===== config.mk =====
export PLATFORM = sky130hd
export DESIGN_NAME = priority_event_arbiter
export DESIGN_NICKNAME = d
export VERILOG_FILES = /design/src/rtl/priority_event_arbiter.sv
export SDC_FILE = /design/constraint.sdc
export NUM_CORES = 1
export LEC_CHECK = 0
export CAP_MARGIN = 20
export CORE_ASPECT_RATIO = 1.75
export CORE_MARGIN = 4
export CORE_UTILIZATION = 40
export CTS_BUF_LIST = sky130_fd_sc_hd__clkbuf_8
export CTS_CLUSTER_DIAMETER = 50
export CTS_CLUSTER_SIZE = 30
export DETAILED_ROUTE_END_ITERATION = 7
export PLACE_DENSITY = 0.71
export SLEW_MARGIN = 20
export SYNTH_ARGS = -nofsm -noshare
export SYNTH_HDL_FRONTEND = slang
export SYNTH_SLANG_ARGS = --single-unit

===== constraint.sdc =====
create_clock -name clk -period 3.12 [get_ports clk]
set_clock_uncertainty 0.2 [all_clocks]
set_input_delay 0.312 -clock clk [delete_from_list [all_inputs] [get_ports clk]]
set_output_delay 0.312 -clock clk [all_outputs]
set_load 0.02 [all_outputs]

===== src/rtl/priority_event_arbiter.sv =====
// -----------------------------------------------------------------------------
// priority_event_arbiter
//
// Sequential front end for the 8-to-3 priority encoding path. Single-cycle
// event pulses are captured into a sticky pending register. The highest-
// numbered pending line that is enabled by the mask is claimed and its index
// is presented downstream on a valid/ready handshake. An event that arrives on
// a line that is already pending, and is not being claimed that cycle, sets a
// sticky per-line overflow flag.
//
// Ports:
//   clk        rising-edge clock
//   rst        asynchronous, active-high reset
//   event_in   [7:0] event pulses, one bit per line
//   mask_wr    load mask_in into the enable mask
//   mask_in    [7:0] new enable mask (1 = line eligible)
//   out_ready  downstream accepts out_idx this cycle
//   ovf_clr    clear all overflow flags
//   out_valid  out_idx holds a claimed, unconsumed event
//   out_idx    [2:0] index of the claimed line
//   pending    [7:0] pending register
//   ovf        [7:0] sticky lost-event flags
// -----------------------------------------------------------------------------
module priority_event_arbiter #(
    parameter logic [7:0] MASK_RST = 8'hFF
) (
    input  logic       clk,
    input  logic       rst,
    input  logic [7:0] event_in,
    input  logic       mask_wr,
    input  logic [7:0] mask_in,
    input  logic       out_ready,
    input  logic       ovf_clr,
    output logic       out_valid,
    output logic [2:0] out_idx,
    output logic [7:0] pending,
    output logic [7:0] ovf
);

    logic [7:0] pending_q, pending_d;
    logic [7:0] ovf_q,     ovf_d;
    logic [7:0] mask_q,    mask_d;
    logic       valid_q,   valid_d;
    logic [2:0] idx_q,     idx_d;

    logic [7:0] elig;
    logic [2:0] enc_idx;
    logic       load;
    logic [7:0] claim_onehot;

    // Selection looks only at registered state, so nothing on event_in or
    // out_ready can reach out_valid/out_idx combinationally.
    assign elig = pending_q & mask_q;

    // Highest set bit wins: ascending scan, later matches overwrite earlier.
    // NOTE: every always_comb output gets a default first so no latch is
    // inferred when no bit of elig is set.
    always_comb begin
        enc_idx = 3'd0;
        for (int i = 0; i < 8; i++) begin
            if (elig[i]) begin
                enc_idx = 3'(i);
            end
        end
    end

    // A new index may be claimed when the output slot is empty or is being
    // emptied this very cycle.
    assign load         = (!valid_q || out_ready) && (elig != 8'd0);
    assign claim_onehot = load ? (8'd1 << enc_idx) : 8'd0;

    always_comb begin
        // Set wins over claim: an event on the line being claimed re-arms it.
        pending_d = (pending_q & ~claim_onehot) | event_in;

        // New overflow is ORed after the clear so it survives a same-cycle clear.
        ovf_d = (ovf_clr ? 8'd0 : ovf_q) | (event_in & pending_q & ~claim_onehot);

        mask_d = mask_wr ? mask_in : mask_q;

        valid_d = valid_q;
        idx_d   = idx_q;
        if (load) begin
            valid_d = 1'b1;
            idx_d   = enc_idx;
        end else if (valid_q && out_ready) begin
            // out_idx keeps its last value after the drain.
            valid_d = 1'b0;
        end
    end

    // NOTE: sequential state uses non-blocking assignments only, so every
    // register samples the pre-edge value of its neighbours.
    always_ff @(posedge clk or posedge rst) begin
        if (rst) begin
            pending_q <= 8'd0;
            ovf_q     <= 8'd0;
            mask_q    <= MASK_RST;
            valid_q   <= 1'b0;
            idx_q     <= 3'd0;
        end else begin
            pending_q <= pending_d;
            ovf_q     <= ovf_d;
            mask_q    <= mask_d;
            valid_q   <= valid_d;
            idx_q     <= idx_d;
        end
    end

    assign out_valid = valid_q;
    assign out_idx   = idx_q;
    assign pending   = pending_q;
    assign ovf       = ovf_q;

endmodule


==> impl_metrics.tcl, run 1 <==
set metrics [dict create \
    drc 0 \
    share_seq_of_total_power 0.499 \
    comb_power_share 0.250 \
    cts_made_buffers 3 \
    synthesis.area_sq_mm 0.00126 \
    dp_hpwl_microns 2450 \
    cp_max_fo 5 \
    grt_overflow_total 0 \
    synth_area_leaders "dfrtp_1 (40%), dfstp_2 (17%), mux2_2 (7.1%)" \
    grt_first_pass_wirelength_microns 4820 \
    antenna_found_initial 0 \
    clk_pin_slew_ns 0.09 \
    ir_worst_vdd_uv 352 \
    finalNetCount 182 \
    cts_setup_buffers 0 \
    drive_gt1_frac 0.169 \
    synth_cell_types 31 \
    synth_seq_cells 28 \
    synth_top_flop_cell "dfrtp_1" \
    clockBufferDepth 2 \
    hold_buffers 0 \
    drtAntennaViolNets 0 \
    critPathKind "reg2reg" \
    synth_top_area_frac 0.396 \
    period_share 0.623 \
    fin_setup_tns_ns 0 \
    p_leak_nw 0.714 \
    num_rows 26 \
    routedWlPerCell_microns 15.5 \
    cts_tree "yes" \
    drtIter0Drc 31 \
    yosysMostFrequentCell "dfrtp_1" \
    wirelength_microns 3120 \
    firstDrtPassIters 4 \
    cts_resized 0 \
    p_int_mw 0.626 \
    arrival_ns 1.86 \
    cp-end-kind "flip-flop" \
    drv_slew 0 \
    synth_top_area_cell "dfrtp_1" \
    rsz0062_at_grt "no" \
    die_area_sq_mm 0.00416 \
    synth_edf_count 0 \
    setup_viol 0 \
    maxSlewHeadroom 0.633 \
    initial_core_util 0.423 \
    worstSkewPairLatency_ns 0.27 \
    finalCriticalPeriod_ns 1.94 \
    diodes 0 \
    track_usage 0.152 \
    dieWidth_microns 50.5 \
    status "complete, no violations" \
    viasPerCell 5.55 \
    vias 1122 \
    p_sw_frac 0.277 \
    portBuffers 40 \
    htreeDepth 1 \
    worstMarginPinSlew_ns 0.550 \
    drv_cap 0 \
    final_hold_viol_count 0 \
    max_freq_ghz 0.514 \
    dp.cells 197 \
    ios 41 \
    grt_max_degree 28 \
    path_cells "nand2_1 > a32o_2 > a21oi_1 > o21ai_0" \
    die_y_microns 82.4 \
    power_density_mw_per_mm2 481 \
    p_sw_mw 0.240 \
    synthesis.nets 137 \
    syn_inst 116 \
    ys_seq_area_frac 0.562 \
    core_area_sq_mm 0.00299 \
    syn2layout_area_growth_pct 42.3 \
    clockPowerShare 0.251 \
    clock-sinks 28 \
    yosysWarnings 0 \
    cp_slowest_cell "dfstp_2" \
    gp_congestion 0.823 \
    crit_path_max_incr_delay_ns 0.55 \
    synth_area_per_cell_sq_um 10.9 \
    instances_no_fill 202 \
    start_kind "flip-flop" \
    synthTopCellsByCount "dfrtp_1 (20), nand2_1 (12), a21oi_1 (11)" \
    crit_required_ns 3.04 \
    cts_root_buf "clkbuf_8" \
    grt_pass1_vias 1027 \
    async_reset_ff_frac 1.00 \
    hold_class "in2async" \
]
-- per-stage QoR --
step	util	setup WS (ns)	power (mW)	instance area, sq um	hold slack (ns)
finish	0.602	1.18	0.865	1800	0.129
global route	0.602	1.16	0.908	1800	0.138
CTS	0.592	1.24	0.866	1770	0.277
detailed placement	0.574	1.11	0.651	1720	0.256
global placement	0.574	1.18	0.644	1720	0.255
floorplan	-	1.38	0.547	1260	0.171
-- sequential cells by signal, summed over array words and instances, names as in the netlist --
| signal | count |
|---|---|
| mask_q | 8 |
| out_idx | 3 |
| out_valid | 1 |
| ovf | 8 |
| pending | 8 |
-- power by group through the flow --
stage	sequential [mW]	combinational, mW	clock, mW
finish	0.432	0.217	0.217
global route	0.437	0.231	0.240
CTS	0.432	0.213	0.221
detailed placement	0.439	0.212	0
global placement	0.436	0.207	0
floorplan	0.461	0.0860	0
-- layer usage --
metal / vias up / GRT usage / wire length [microns]
met5: - / 0 / 0
met4: 0 / 0.0404 / 39
met3: 6 / 0.0180 / 109
met2: 34 / 0.300 / 1780
met1: 563 / 0.168 / 1200
li1: 519 / - / -
-- cell usage in the layout (no fill, tap or decap), drive strengths merged, types with 4 or more instances in the layout --
cell type	count
clkdlybuf4s50	40
dfrtp	20
nand2	12
a21oi	11
o21ai	9
mux2	8
dfstp	8
nor2	6
a22o	5
inv	4
clkbuf	4
nor3	4
-- cell type report --
type,instances,area [sq um]
tap,42,52.6
inverter,4,15.0
sequential,28,711
timing repair buffer,42,435
clock buffer,4,55.1
multi-input combinational,82,532
fill,265,1190
-- final timing paths --
check	depth (start not counted)	end	slack (ns)	from
setup / recovery	4	ovf[2]	1.18	mask_q[2]
hold / removal	2	pending[5]	0.13	rst
setup reg to reg	4	ovf[2]	1.18	mask_q[2]
hold reg to reg	2	out_idx[2]	0.27	out_idx[2]
max in group asynchronous	4	mask_q[3]	1.97	rst
min in group clk	2	out_idx[2]	0.27	out_idx[2]
-- worst max-delay path, delay by kind of cell (launching register included) --
family             cells  cell delay [ns]
and+or+nand+nor        1             0.06
AOI/OAI and AO/OA      3             0.98
DFF                    1             0.55
-- cell families (layout without fill, tap and decap cells) --
kind of cell / count (synthesis) / in the layout / synth area share
flip-flops: 28 / 28 / 0.562
AO/OA/AOI/OAI: 39 / 39 / 0.208
multiplexers: 8 / 8 / 0.0712
AND/OR/NAND/NOR: 35 / 35 / 0.141
buffers and inverters: 6 / 50 / 0.0178
(Power assumes the default switching activity.)
==> inputs of run 2 (changes only) <==
clock period = 1.8 ns   (was 3.12 ns; I/O delays follow)
==> run 2 against run 1 <==
Wire length is 4.1% higher. Utilization up 1.5 points. Largest cell class unchanged. Critical path depth decreased by 3. Global-route usage up 1.6 points. Via count shrank 1.2%.
==> impl_metrics.tcl, run 2 (synthesis results as in run 1) <==
set metrics [dict create \
    status "complete, no violations" \
    clockPowerShare 0.225 \
    dp_slack_ns 0.0380 \
    power_density_mw_per_mm2 801 \
    path_cells "clkdlybuf4s50_1" \
    antenna_found_initial 0 \
    core_area_sq_mm 0.00299 \
    wirelength_microns 3250 \
    die_area_sq_mm 0.00416 \
    cp_slowest_cell "clkdlybuf4s50_1" \
    crit_required_ns 1.42 \
    setup_viol 0 \
    htreeDepth 1 \
    cp-end-kind "primary output" \
    grt_overflow_total 0 \
    drive_gt1_frac 0.223 \
    p_leak_nw 0.735 \
    grt_pass1_vias 1126 \
    ios 41 \
    diodes 0 \
    clk_pin_slew_ns 0.09 \
    p_sw_mw 0.418 \
    fillers 278 \
    firstDrtPassIters 4 \
    drv_slew 0 \
    viasPerCell 5.33 \
    dieWidth_microns 50.5 \
    drtAntennaViolNets 0 \
    clock-sinks 28 \
    p_sw_frac 0.283 \
    clockBufferDepth 2 \
    layout_commonest_cell "clkdlybuf4s50_1" \
    cp_max_fo 6 \
    ff_latch_area_sq_um 712 \
    dp_hpwl_microns 2590 \
    cts_tree "yes" \
    multi_input_area_sq_um 557 \
    die_y_microns 82.4 \
    worstPathBufferInverterCount 1 \
    arrival_ns 1.36 \
    grt_max_degree 29 \
    cts_root_buf "clkbuf_8" \
    share_seq_of_total_power 0.507 \
    rsz0062_at_grt "no" \
    num_rows 26 \
    dpl_cell_area_sq_mm 0.00176 \
    syn2layout_area_growth_pct 45.8 \
    portBuffers 40 \
    critPathKind "reg2out" \
    crit_path_max_incr_delay_ns 0.65 \
    finalNetCount 188 \
    track_usage 0.168 \
    maxSlewHeadroom 0.655 \
    drc 0 \
    hold_class "in2async" \
    worstMarginPinSlew_ns 0.511 \
    gp_congestion 0.860 \
    ir_worst_vdd_uv 532 \
    fin_area_sq_mm 0.00184 \
    postLayoutSetupSlackWorst_ns 0.0551 \
    final_hold_viol_count 0 \
    finalCriticalPeriod_ns 1.74 \
    layout_common_cells "clkdlybuf4s50_1 (39), dfrtp_1 (19), nand2_1 (12)" \
    worstSkewPairLatency_ns 0.27 \
    routedWlPerCell_microns 15.6 \
    start_kind "flip-flop" \
    drv_cap 0 \
    comb_power_share 0.268 \
    cp_top_family "buffers and inverters" \
    p_int_mw 1.06 \
    initial_core_util 0.423 \
    max_freq_ghz 0.573 \
    period_share 0.969 \
    cts_made_buffers 3 \
    drtIter0Drc 39 \
    vias 1109 \
    fin_setup_tns_ns 0 \
    grt_first_pass_wirelength_microns 5320 \
]
-- run 2: timing repair --
item,CTS,global route
hold buffers,0,0
resized for setup,0,7
buffers inserted,0,1
endpoints found under the setup margin,0,8
hold endpoints to repair,0,0
-- run 2: worst paths after layout --
path,from,endpoint,slack (ns),depth (start not counted)
min in group clk,out_idx[2],out_idx[2],0.27,2
worst max-delay path,pending[7],pending[7],0.06,1
max in group asynchronous,rst,mask_q[1],1.03,3
worst max register to register,mask_q[2],ovf[4],0.06,4
worst min register to register,out_idx[2],out_idx[2],0.27,2
worst min-delay path,rst,pending[7],0.06,3
-- run 2: worst register-to-register path, delay by kind of cell (launching register included) --
family          cells  cell delay [ns]
compound gates      3             0.84
flops               1             0.54
simple gates        1             0.06
-- run 2: cell type report --
| cell class | instances | share of cell area |
|---|---|---|
| clock buffers | 3 | 0.0224 |
| clock inverters | 1 | 0.00204 |
| inverters | 4 | 0.00814 |
| flip-flops and latches | 28 | 0.386 |
| repair buffers | 48 | 0.251 |
| multi-input cells | 82 | 0.302 |
| well taps | 42 | 0.0285 |
-- run 2: power by group through the flow --
stage / combinational [mW] / sequential, mW / clock (mW)
6_report: 0.396 / 0.749 / 0.332
5_1_grt: 0.425 / 0.760 / 0.378
3_5_place_dp: 0.388 / 0.759 / 0
4_1_cts: 0.389 / 0.747 / 0.350
3_3_place_gp: 0.379 / 0.755 / 0
2_1_floorplan: 0.149 / 0.799 / 0
-- run 2: stage by stage --
stage          instances  power [mW]  hold WS (ns)   util
2_1_floorplan        116       0.948        0.0395      -
3_3_place_gp         203        1.13         0.252  0.589
3_5_place_dp         203        1.15         0.256  0.589
4_1_cts              207        1.49        0.0624  0.604
5_1_grt              208        1.56        0.0812  0.616
6_report             208        1.48        0.0617  0.616
-- run 2: per-layer routing --
metal,track usage,wire length (microns),share of wire,vias up
met5,0,0,0,-
met4,0.0566,39,0.012,0
met3,0.0162,78,0.024,4
met2,0.326,1900,0.59,25
met1,0.188,1230,0.38,551
li1,-,-,-,529
==> inputs of run 3 (changes only) <==
CORE_UTILIZATION = 31   (was 40)
CTS_CLUSTER_SIZE = 16   (was 30)
PLACE_DENSITY = 0.58   (was 0.71)
==> run 3 against run 2 <==
Cell count rose by 3.8%. Total power rose by 3.9%. Critical path depth did not move. Largest cell class unchanged. Largest power group unchanged. Highest routed layer unchanged.
==> impl_metrics.tcl, run 3 (synthesis results as in run 1) <==
set metrics [dict create \
    cts_tree "yes" \
    track_usage 0.127 \
    timing.rr.start "mask_q[2]" \
    period_share 0.975 \
    gp_congestion 0.819 \
    worstPathBufferInverterCount 1 \
    wirelength_microns 3230 \
    crit_path_max_incr_delay_ns 0.64 \
    firstDrtPassIters 5 \
    grt_pass1_vias 1162 \
    viasPerCell 5.13 \
    crit_required_ns 1.42 \
    num_rows 30 \
    path_cells "clkdlybuf4s50_1" \
    critPathKind "reg2out" \
    hold_buffers 0 \
    drv_cap 0 \
    status "complete, no violations" \
    worstSkewPairLatency_ns 0.27 \
    arrival_ns 1.37 \
    drive_gt1_frac 0.238 \
    die_area_sq_mm 0.00521 \
    setup_viol 0 \
    core_area_sq_mm 0.00390 \
    rsz0062_at_grt "no" \
    worstMarginPinSlew_ns 0.503 \
    grt_max_degree 29 \
    htreeDepth 1 \
    drc 0 \
    routedWlPerCell_microns 15.0 \
    hold_class "in2async" \
    final_hold_viol_count 0 \
    cts_made_buffers 3 \
    cp_top_family "buffers and inverters" \
    multi_input_area_sq_um 548 \
    vias 1107 \
    clockBufferDepth 2 \
    p_leak_nw 0.750 \
    cp_max_fo 6 \
    power_mw 1.53 \
    drtIter0Drc 26 \
    dieWidth_microns 56.3 \
    dp.cells 210 \
    clock-sinks 28 \
    portBuffers 40 \
    power_density_mw_per_mm2 819 \
    dp_hpwl_microns 2530 \
    drtAntennaViolNets 0 \
    max_freq_ghz 0.570 \
    cp-end-kind "primary output" \
    r2r_setup_slack_ns 0.06 \
    ios 41 \
    die_y_microns 92.5 \
    finalCriticalPeriod_ns 1.75 \
    grt_first_pass_wirelength_microns 5340 \
    grt_overflow_total 0 \
    cts_root_buf "clkbuf_8" \
    fillers 392 \
    initial_core_util 0.324 \
    ir_worst_vdd_uv 537 \
    instances_no_fill 216 \
    drv_slew 0 \
    diodes 0 \
    fin_hold_ws_ns 0.0605 \
    worst_r2r_endpoint "ovf[4]" \
    ff_latch_area_sq_um 712 \
    maxSlewHeadroom 0.660 \
    syn2layout_area_growth_pct 48.1 \
    layout_common_cells "clkdlybuf4s50_1 (37), dfrtp_1 (19), nand2_1 (12)" \
    cp_slowest_cell "clkdlybuf4s50_1" \
    fin_setup_tns_ns 0 \
    start_kind "flip-flop" \
    r2r_cells 4 \
    layout_commonest_cell "clkdlybuf4s50_1" \
    finalNetCount 190 \
    clk_pin_slew_ns 0.09 \
    antenna_found_initial 0 \
]
[run 3: cell types whose count changed in the layout (fill, tap and decap cells not counted), sizes merged]
cell           delta
buf               +2
clkdlybuf4s50     -2
dlymetal6s2s      +2
clkbuf            +1
inv               -1
[run 3: power breakdown]
group	total, mW	internal [mW]	switching (mW)
clock network	0.388	0.196	0.193
logic	0.397	0.208	0.189
registers	0.749	0.701	0.0486
total	1.53	1.10	0.431
[run 3: through the flow]
stage	instance area, sq um	utilization	setup WS, ns
floorplan	1260	-	0.0648
global placement	1780	0.455	0.0576
detailed placement	1780	0.455	0.0452
CTS	1830	0.470	0.0277
global route	1870	0.480	0.00348
finish	1870	0.480	0.0459
[run 3: worst max path at each step]
stage,startpoint,to,depth (start not counted)
2_1_floorplan,pending[4],ovf[0],4
3_3_place_gp,out_ready,ovf[4],5
3_5_place_dp,out_ready,ovf[4],5
4_1_cts,pending[4],pending[4],2
5_1_grt,pending[2],pending[2],1
6_report,pending[2],pending[2],1
[run 3: final cells by class]
type,count,share of cell area
Sequential cell,28,0.380
Timing Repair Buffer,50,0.258
Clock buffer,4,0.0294
Tap cell,48,0.0321
Inverter,4,0.00802
Multi-Input combinational cell,82,0.293
[run 3: what timing repair did]
action,CTS,global route
gates resized for setup,0,9
setup endpoints to repair,0,12
buffers inserted,0,2
[run 3: metal layers]
layer | wire [microns] | vias to the layer above | part of all wire | GRT usage
met1 | 1280 | 532 | 0.40 | 0.145
met3 | 140 | 7 | 0.043 | 0.0195
li1 | - | 534 | - | -
met4 | 65 | 0 | 0.020 | 0.0515
met2 | 1750 | 34 | 0.54 | 0.231
met5 | 0 | - | 0 | 0
